[config.mk]
export PLATFORM = sky130hd
export DESIGN_NAME = store_buffer
export DESIGN_NICKNAME = d
export VERILOG_FILES = /design/src/rtl/store_buffer_pkg.sv /design/src/rtl/store_buffer_match.sv /design/src/rtl/store_buffer.sv
export SDC_FILE = /design/constraint.sdc
export NUM_CORES = 1
export LEC_CHECK = 0
export ABC_AREA = 1
export CELL_PAD_IN_SITES_DETAIL_PLACEMENT = 1
export CELL_PAD_IN_SITES_GLOBAL_PLACEMENT = 1
export CORE_MARGIN = 2
export CORE_UTILIZATION = 45
export CTS_CLUSTER_SIZE = 8
export DETAILED_ROUTE_END_ITERATION = 6
export PLACE_DENSITY_LB_ADDON = 0.3
export SETUP_SLACK_MARGIN = 0.1
export SYNTH_ARGS = -nofsm -noshare
export SYNTH_HDL_FRONTEND = slang
export SYNTH_HIERARCHICAL = 1
export SYNTH_SLANG_ARGS = --single-unit
[constraint.sdc]
create_clock -name CLK -period 8.3 [get_ports CLK]
set_input_delay 2.49 -clock CLK [delete_from_list [all_inputs] [get_ports CLK]]
set_output_delay 2.49 -clock CLK [all_outputs]
set_load 0.01 [all_outputs]
[src/rtl/store_buffer_pkg.sv]
// Shared sizing constants for the store buffer and its match logic.
package store_buffer_pkg;

  localparam int unsigned SB_DEPTH  = 4;
  localparam int unsigned SB_ADDR_W = 32;
  localparam int unsigned SB_DATA_W = 32;

  // Byte-offset bits below the word address; ignored for matching.
  localparam int unsigned WORD_OFF  = 2;

endpackage : store_buffer_pkg

[src/rtl/store_buffer_match.sv]
// Youngest-hit search over the buffered store addresses for load forwarding.
module sb_match
  import store_buffer_pkg::*;
#(
  parameter int unsigned DEPTH  = SB_DEPTH,
  parameter int unsigned ADDR_W = SB_ADDR_W,
  parameter int unsigned PTR_W  = $clog2(SB_DEPTH)
) (
  input  logic [DEPTH-1:0]             valid,
  input  logic [DEPTH-1:0][ADDR_W-1:0] addrs,
  input  logic [ADDR_W-1:0]            addr,
  input  logic [PTR_W-1:0]             tail,
  output logic                         hit,
  output logic [PTR_W-1:0]             idx
);

  logic [PTR_W-1:0] slot;
  logic             unused;

  // Byte-offset bits never take part in the compare.
  always_comb begin
    unused = ^addr[WORD_OFF-1:0];
    for (int unsigned k = 0; k < DEPTH; k++) begin
      unused = unused ^ (^addrs[k][WORD_OFF-1:0]);
    end
  end

  // Walk slots from tail (oldest side) toward tail-1 (youngest); last match wins.
  always_comb begin
    hit  = 1'b0;
    idx  = '0;
    slot = '0;
    for (int unsigned k = 0; k < DEPTH; k++) begin
      slot = tail + PTR_W'(k);
      if (valid[slot] &&
          (addrs[slot][ADDR_W-1:WORD_OFF] == addr[ADDR_W-1:WORD_OFF])) begin
        hit = 1'b1;
        idx = slot;
      end
    end
  end

endmodule : sb_match

[src/rtl/store_buffer.sv]
// Store FIFO between the CPU MEM stage and a single-port data memory, with
// load priority on the port and youngest-entry store-to-load forwarding.
module store_buffer
  import store_buffer_pkg::*;
#(
  parameter int unsigned DEPTH  = SB_DEPTH,
  parameter int unsigned ADDR_W = SB_ADDR_W,
  parameter int unsigned DATA_W = SB_DATA_W
) (
  input  logic                    CLK,
  input  logic                    RST,
  input  logic [ADDR_W-1:0]       cpu_addr,
  input  logic [DATA_W-1:0]       cpu_wdata,
  input  logic                    cpu_store,
  input  logic                    cpu_load,
  output logic [DATA_W-1:0]       cpu_rdata,
  output logic                    stall,
  input  logic                    flush,
  output logic                    empty,
  output logic [$clog2(DEPTH):0]  count,
  output logic [ADDR_W-1:0]       mem_addr,
  output logic [DATA_W-1:0]       mem_wdata,
  output logic                    mem_store,
  input  logic [DATA_W-1:0]       mem_rdata,
  input  logic                    mem_ready
);

  localparam int unsigned PTR_W = $clog2(DEPTH);
  localparam int unsigned CNT_W = PTR_W + 1;

  logic [DEPTH-1:0][ADDR_W-1:0] addr_q;
  logic [DEPTH-1:0][DATA_W-1:0] data_q;
  logic [DEPTH-1:0]             valid_q;
  logic [PTR_W-1:0]             head_q;
  logic [PTR_W-1:0]             tail_q;
  logic [CNT_W-1:0]             count_q;
  logic [CNT_W-1:0]             count_d;
  logic                         empty_q;

  logic                         load_req;
  logic                         drain;
  logic                         push;
  logic                         hit;
  logic [PTR_W-1:0]             hit_idx;
  logic                         unused;

  // Flush is a software-visible handshake only; the CPU watches empty.
  assign unused = flush;

  // Forwarding search against every valid buffered store.
  sb_match #(
    .DEPTH  (DEPTH),
    .ADDR_W (ADDR_W),
    .PTR_W  (PTR_W)
  ) u_match (
    .valid (valid_q),
    .addrs (addr_q),
    .addr  (cpu_addr),
    .tail  (tail_q),
    .hit   (hit),
    .idx   (hit_idx)
  );

  // Port arbitration, push/pop decisions and occupancy update.
  always_comb begin
    load_req = cpu_load & ~cpu_store;  // an illegal load+store is treated as the store
    drain    = (count_q != '0) && !load_req && mem_ready;
    push     = cpu_store && ((count_q < CNT_W'(DEPTH)) || drain);
    stall    = cpu_store && (count_q == CNT_W'(DEPTH)) && !drain;
    count_d  = count_q + CNT_W'(push) - CNT_W'(drain);
  end

  // Memory port mux and load return path.
  always_comb begin
    mem_addr  = load_req ? cpu_addr : addr_q[head_q];
    mem_wdata = data_q[head_q];
    mem_store = drain;
    cpu_rdata = hit ? data_q[hit_idx] : mem_rdata;
  end

  // Pointers, valid bits and occupancy; a same-edge push wins over a pop.
  always_ff @(posedge CLK) begin
    if (RST) begin
      valid_q <= '0;
      head_q  <= '0;
      tail_q  <= '0;
      count_q <= '0;
      empty_q <= 1'b1;
    end else begin
      if (drain) begin
        valid_q[head_q] <= 1'b0;
        head_q          <= head_q + PTR_W'(1);
      end
      if (push) begin
        valid_q[tail_q] <= 1'b1;
        tail_q          <= tail_q + PTR_W'(1);
      end
      count_q <= count_d;
      empty_q <= (count_d == '0);
    end
  end

  // Entry payload storage; contents are qualified by valid_q.
  always_ff @(posedge CLK) begin
    if (push) begin
      addr_q[tail_q] <= cpu_addr;
      data_q[tail_q] <= cpu_wdata;
    end
  end

  assign count = count_q;
  assign empty = empty_q;

endmodule : store_buffer

-- Word level (Yosys, flattened, before mapping)
Cells that the tools add are included.
- equality and inequality tests: 5
- shifts and indexed selects: 0
- multiply operators: 0
- reduce and logical (&&, ||, !) cells: 16
- div/mod/pow operators: 0
- bitwise gates (word level): 5
- add/sub/neg operators: 6
- multiplexer cells: 43
- magnitude comparators: 9
- operators by type and width (kind ; count):
    binary-select mux 32 bit (select 2 bit) ; 7
    two-way mux 32 bit ; 10
    bitwise mux 128 bit ; 2
    == test 30 bit ; 4
    demux 32 bit (select 2 bit) ; 1
    < comparator 2 x 3 -> 1 bit (second input constant) ; 6
    two-way mux 4 bit ; 3
    logical AND 1 bit ; 11
    two-way mux 1 bit ; 10
    binary-select mux 1 bit (select 2 bit) ; 4
    two-way mux 2 bit ; 4
    adder 2 x 1 -> 2 bit (second input constant) ; 2
    adder 2 bit (second input constant) ; 2
    bitwise AND 4 bit ; 1
    demux 1 bit (select 2 bit) ; 2
    greater-or-equal comparator 2 x 1 -> 1 bit (second input constant) ; 2
    inverter 4 bit ; 1
    bitwise OR 4 bit ; 1
    adder 3 x 1 -> 3 bit ; 1
    == test 3 bit (second input constant) ; 1
    zero test 3 bit ; 1
    < comparator 3 bit (second input constant) ; 1
    nonzero test 3 bit ; 1
    subtractor 3 x 1 -> 3 bit ; 1
    4 further kinds ; 5
- register bits: 268
- input port bits: 102
- output and inout bits: 102
- memory bits (read-only): 0
- RAM bits: 0
- memories kept: 0
- word-level logic and storage cells: 97
- latch bits: 0

-- Depth between registers and ports, before layout
- depth after elaboration: 11
- depth in mapped cells: 28
- mapped depth without buffers: 23

-- Modules after synthesis
The synthesis kept the hierarchy.
- modules (own cells, without submodules) (module ; area an instance (µm²) ; instances ; cells each):
    store_buffer ; 12127.9 ; 1 ; 1192
    sb_match ; 5383.9 ; 1 ; 1304

-- Worst setup path before layout
OpenSTA, ideal clock, no wires.
- path kind: input to output
- from: in cpu_addr[22]
- to: out cpu_rdata[2]
- arrival time: 4.085 ns
- buffers on the path: 2
- path slack: 1.725 ns
- stages on the path: 20
- cells stage by stage: inv_1 > nand3_1 > nand2_1 > nand3_1 > nor2_1 > nand2_1 > nor2_1 > nand2_1 > nand2_1 > nor2_1 > nor2_1 > nor2_1 > buf_2 > inv_1 > buf_2 > nor2_1 > o21ai_0 > nand2_1 > nand2_1 > o21ai_0
- longest elaborated chain between the ends: 9
- elaborated cells on any way between the ends: 19
- those cells by class: 4 x eq/ne; 11 x mux; 4 x reduce/logical
- ends and longest elaborated chain (element ; RTL line ; text):
    from (decl) ; store_buffer.sv:12 ; input logic [ADDR_W-1:0] cpu_addr,
    == test 30 bit ; store_buffer_match.sv:36 ; (addrs[slot][ADDR_W-1:WORD_OFF] == addr[ADDR_W-1:WORD_OFF])) begin
    logical AND 1 bit ; store_buffer_match.sv:35 ; if (valid[slot] &&
    two-way mux 2 bit (3 in series) ; store_buffer_match.sv:35 ;
    two-way mux 2 bit (*) ; store_buffer_match.sv:35 ;
    named net hit_idx[1] ; store_buffer.sv:44 ; logic [PTR_W-1:0] hit_idx;
    binary-select mux 32 bit (select 2 bit) (*) ; store_buffer.sv:78 ; cpu_rdata = hit ? data_q[hit_idx] : mem_rdata;
    two-way mux 32 bit (implied by the code) (*) ; store_buffer.sv:78 ;
    two-way mux 32 bit (*) ; store_buffer.sv:78 ;
    to (decl) ; store_buffer.sv:16 ; output logic [DATA_W-1:0] cpu_rdata,
Mark *: on every way through the listed nets, which the timed path passes. The rest lies on a longest branch. The select of a mux whose other input is x is not followed.

-- Worst setup path after layout
- from: in cpu_addr[17]
- to: out cpu_rdata[23]
The elaborated chain is that of the path after synthesis.

==> metrics.md <==
| Metric | Value |
|---|---|
| Status | `completed` |
| Final worst-path cycle share | `98.4%` |
| Final Slew Violations | `0` |
| Via count | `18.6k` |
| Clock power share | `29.2%` |
| Sinks on Clock Net | `around 270` |
| CTS clk-pin slew, worst paths | `0.05 ns` |
| Initial core utilization | `45.4%` |
| HPWL after DPL | `approximately 44,000 µm` |
| Max Freq | `between 100 and 150 MHz` |
| GRT overflow | `0` |
| Synth Cell Area | `roughly 18,000 µm²` |
| Critical setup path kind | `primary input to primary output` |
| Drt drc | `0` |
| Actual slew at the worst max-slew pin | `approximately 1.1 ns` |
| H-tree Lvls | `2` |
| RSZ-0062 raised after global routing | `true` |
| Synthesized flop and latch total | `268` |
| Synth cell types | `32` |
| First-pass GRT wire length | `between 100,000 and 150,000 µm` |
| Syn Nets | `approximately 2.6k` |
| Area after DPL | `20,100 µm²` |
| P_leak | `0.00967 µW` |
| Max cap viols | `0` |
| FF-to-FF path depth | `5` |
| Drt via density | `between 5 and 6` |
| CTS buffer count | `39` |
| Wire per inst | `roughly 21 µm` |
| Max FO, Critical Path | `14` |
| Post-synthesis cell count | `approximately 2.5k` |
| Synth area leader | `edfxtp_1` |
| Iteration-0 DRC Markers | `around 1.7k` |
| Commonest non-fill, non-tap cell in the layout | `nand2_1` |
| Setup crit start kind | `primary input` |
| Share of cells above drive strength 1 | `around 6.6%` |
| Pwr dens | `~240 nW/µm²` |
| CTS Hold Bufs | `0` |
| Register area | `7940 µm²` |
| GP Congestion | `between 0.8 and 0.9` |
| I/O Pins | `~200` |
| Largest net degree at the start of global routing | `110` |
| Final Skew | `approximately 0.017 ns` |
| Vias in the first global route | `about 19k` |
| Die height | `approximately 200 µm` |
| Design area | `about 21,000 µm²` |
| 1st-pass router iterations | `5` |
| Antenna-violating nets left | `0` |
| Num rows | `between 70 and 80` |
| Post-synth top area share | `a little over two fifths` |
| Die area | `40,500 µm²` |
| Critical Path RT | `5.81 ns` |
| IO Port Bufs | `a little over 200` |
| Internal power | `3140 µW` |
| Tmin final | `roughly 8 ns` |
| Sequential fraction of the synthesis area | `45.3%` |
| RR Endpoint | `data_q[106]` |
| YS warnings | `6` |
| Fill count | `a little under 5k` |
| FF-to-FF setup slack | `roughly 5.2 ns` |
| Setup TNS | `0 ns` |
| Clock tree buffer depth | `3` |
| Worst-Skew Late Latency | `0.56 ns` |
| Comb power frac | `between 30% and 40%` |
| Post-Route WL | `about 69,000 µm` |
| Hold Crit Class | `flop to flop` |
| WHS Path Cells | `2` |
| Synth area leaders | `edfxtp_1, nand2_1, nand3_1` |
| Core Region | `38,600 µm²` |
| Clk root buf | `clkbuf_16` |
| VDD IR max | `between 0.2 and 0.25 mV` |
| Area of the multi-input gates | `~8400 µm²` |
| WHS Endpoint | `valid_q[3]` |
| Initial antenna violation count | `3` |
| Final hold vios | `0` |
| Most frequent cells in the layout | `nand2_1, nor2_1, nand3_1` |
| Setup-failing EPs final | `0` |
| Switching pwr | `between 1500 and 2000 µW` |
| Sw Ratio | `about 38%` |
| Die width | `~200 µm` |
| Worst rel slew slack | `between 20 and 30%` |
| CTS tree | `done` |
| Pwr Total | `5050 µW` |
| Critical R2R Launch | `tail_q[1]` |
| Hold slack | `between 0.4 and 0.5 ns` |
| Final nets | `about 2.8k` |
| Setup crit end kind | `primary output` |
| Hold Path Origin | `valid_q[3]` |
| GRT Total Usage | `32.8%` |
| Seq pwr share | `between 30% and 40%` |
| Syn avg cell area | `7.02 µm²` |
| P&R area growth vs syn | `22.7%` |
| CP arrival | `around 5.7 ns` |
[Yosys cell counts]
| cell | count |
|---|---|
| inv_1 | 118 |
| nand3b_1 | 1 |
| nand2_4 | 1 |
| a21oi_1 | 10 |
| xor2_1 | 3 |
| nand3_1 | 282 |
| nor2_2 | 1 |
| nand4_1 | 1 |
| o211ai_1 | 2 |
| or2_2 | 1 |
| clkbuf_2 | 3 |
| dfxtp_1 | 12 |
| inv_2 | 4 |
| buf_1 | 19 |
| edfxtp_1 | 256 |
| buf_2 | 51 |
| o21ai_0 | 183 |
| buf_4 | 17 |
| o21ai_1 | 100 |
| ha_1 | 10 |
| inv_4 | 2 |
| nor2_4 | 1 |
| nor2_1 | 365 |
| nor4_1 | 1 |
| xnor2_1 | 1 |
| fa_1 | 1 |
| nand2_1 | 966 |
| clkbuf_1 | 34 |
| o22ai_1 | 32 |
| buf_6 | 14 |
| a21oi_4 | 1 |
| nand2_2 | 3 |
[power groups by stage]
stage / combinational [µW] / clock (µW) / sequential [µW]
final: 1910 / 1470 / 1670
after global routing: 2080 / 1540 / 1680
after CTS: 1880 / 1480 / 1670
after detailed placement: 1860 / 0 / 1690
after floorplan: 1100 / 0 / 1670
after global placement: 1780 / 0 / 1680
[metrics by stage]
step | utilization, % | std cells | worst slack [ns]
floorplan | - | 2496 | 1.73
global placement | 52.1 | 3149 | 0.0832
detailed placement | 52.1 | 3149 | -0.0290
CTS | 55.0 | 3207 | 0.0931
global route | 55.7 | 3220 | -0.0355
finish | 55.7 | 3221 | 0.130
[metal layers]
metal	vias up	GRT usage [%]	routed length, µm
met5	-	0	0
met4	0	12.1	2010
met3	139	4.76	4380
met2	659	57.2	34200
met1	9259	41.4	27900
li1	8557	-	-
[flip-flops by register name, summed over array words and instances, names as in the netlist]
name     flops
addr_q     128
count        3
data_q     128
empty        1
head_q       2
tail_q       2
valid_q      4
[area by class of cell]
type	count	share of cell area, %
diodes	3	0.0349
flip-flops and latches	268	36.9
multi-input cells	1966	39.3
clock inverters	4	0.250
well taps	518	3.02
clock buffers	54	4.80
repair buffers	284	13.5
inverters	124	2.20
[worst max-delay path: stages]
cell and delay [ns]:
clkdlybuf4s50_1 0.55, inv_1 0.11, nand3_1 0.10, nand2_1 0.08, nor2_2 0.16, nand2_1 0.08, nor2_2 0.15, nand2_2 0.11
nor2_4 0.11, nor2_1 0.07, nand2_1 0.07, nor2_1 0.06, nor2_2 0.20, inv_2 0.10, buf_12 0.16, nor2_1 0.14
o21ai_0 0.13, nand2_1 0.09, nand2_1 0.07, o21ai_1 0.10, clkdlybuf4s50_1 0.55
[cells by family after synthesis]
kind of cell               Yosys count  share of synthesized area (%)
and+or+nand+nor                   1623                           37.0
AOI/OAI and AO/OA                  328                           9.70
DFF                                268                           45.3
buffers and inverters              262                           6.99
adders and majority gates           11                          0.829
xor gates and xnor gates             4                          0.200
[worst max path at each step]
| stage | from | depth (start not counted) | to |
|---|---|---|---|
| after floorplan | cpu_addr[22] | 20 | cpu_rdata[2] |
| after global placement | cpu_addr[22] | 21 | cpu_rdata[3] |
| after detailed placement | cpu_addr[11] | 22 | cpu_rdata[5] |
| after CTS | cpu_addr[12] | 21 | cpu_rdata[19] |
| after global routing | cpu_addr[31] | 21 | cpu_rdata[23] |
| final | cpu_addr[17] | 21 | cpu_rdata[23] |
[timing repair]
item                                    4_1_cts  5_1_grt
endpoints found under the setup margin       32       31
resized for setup                            23       63
gates cloned                                  0        4
buffers inserted                              0        7
pin swaps                                     1        9
endpoints found under the hold margin         0        0
Note: power is estimated with default switching activity, not from simulation.
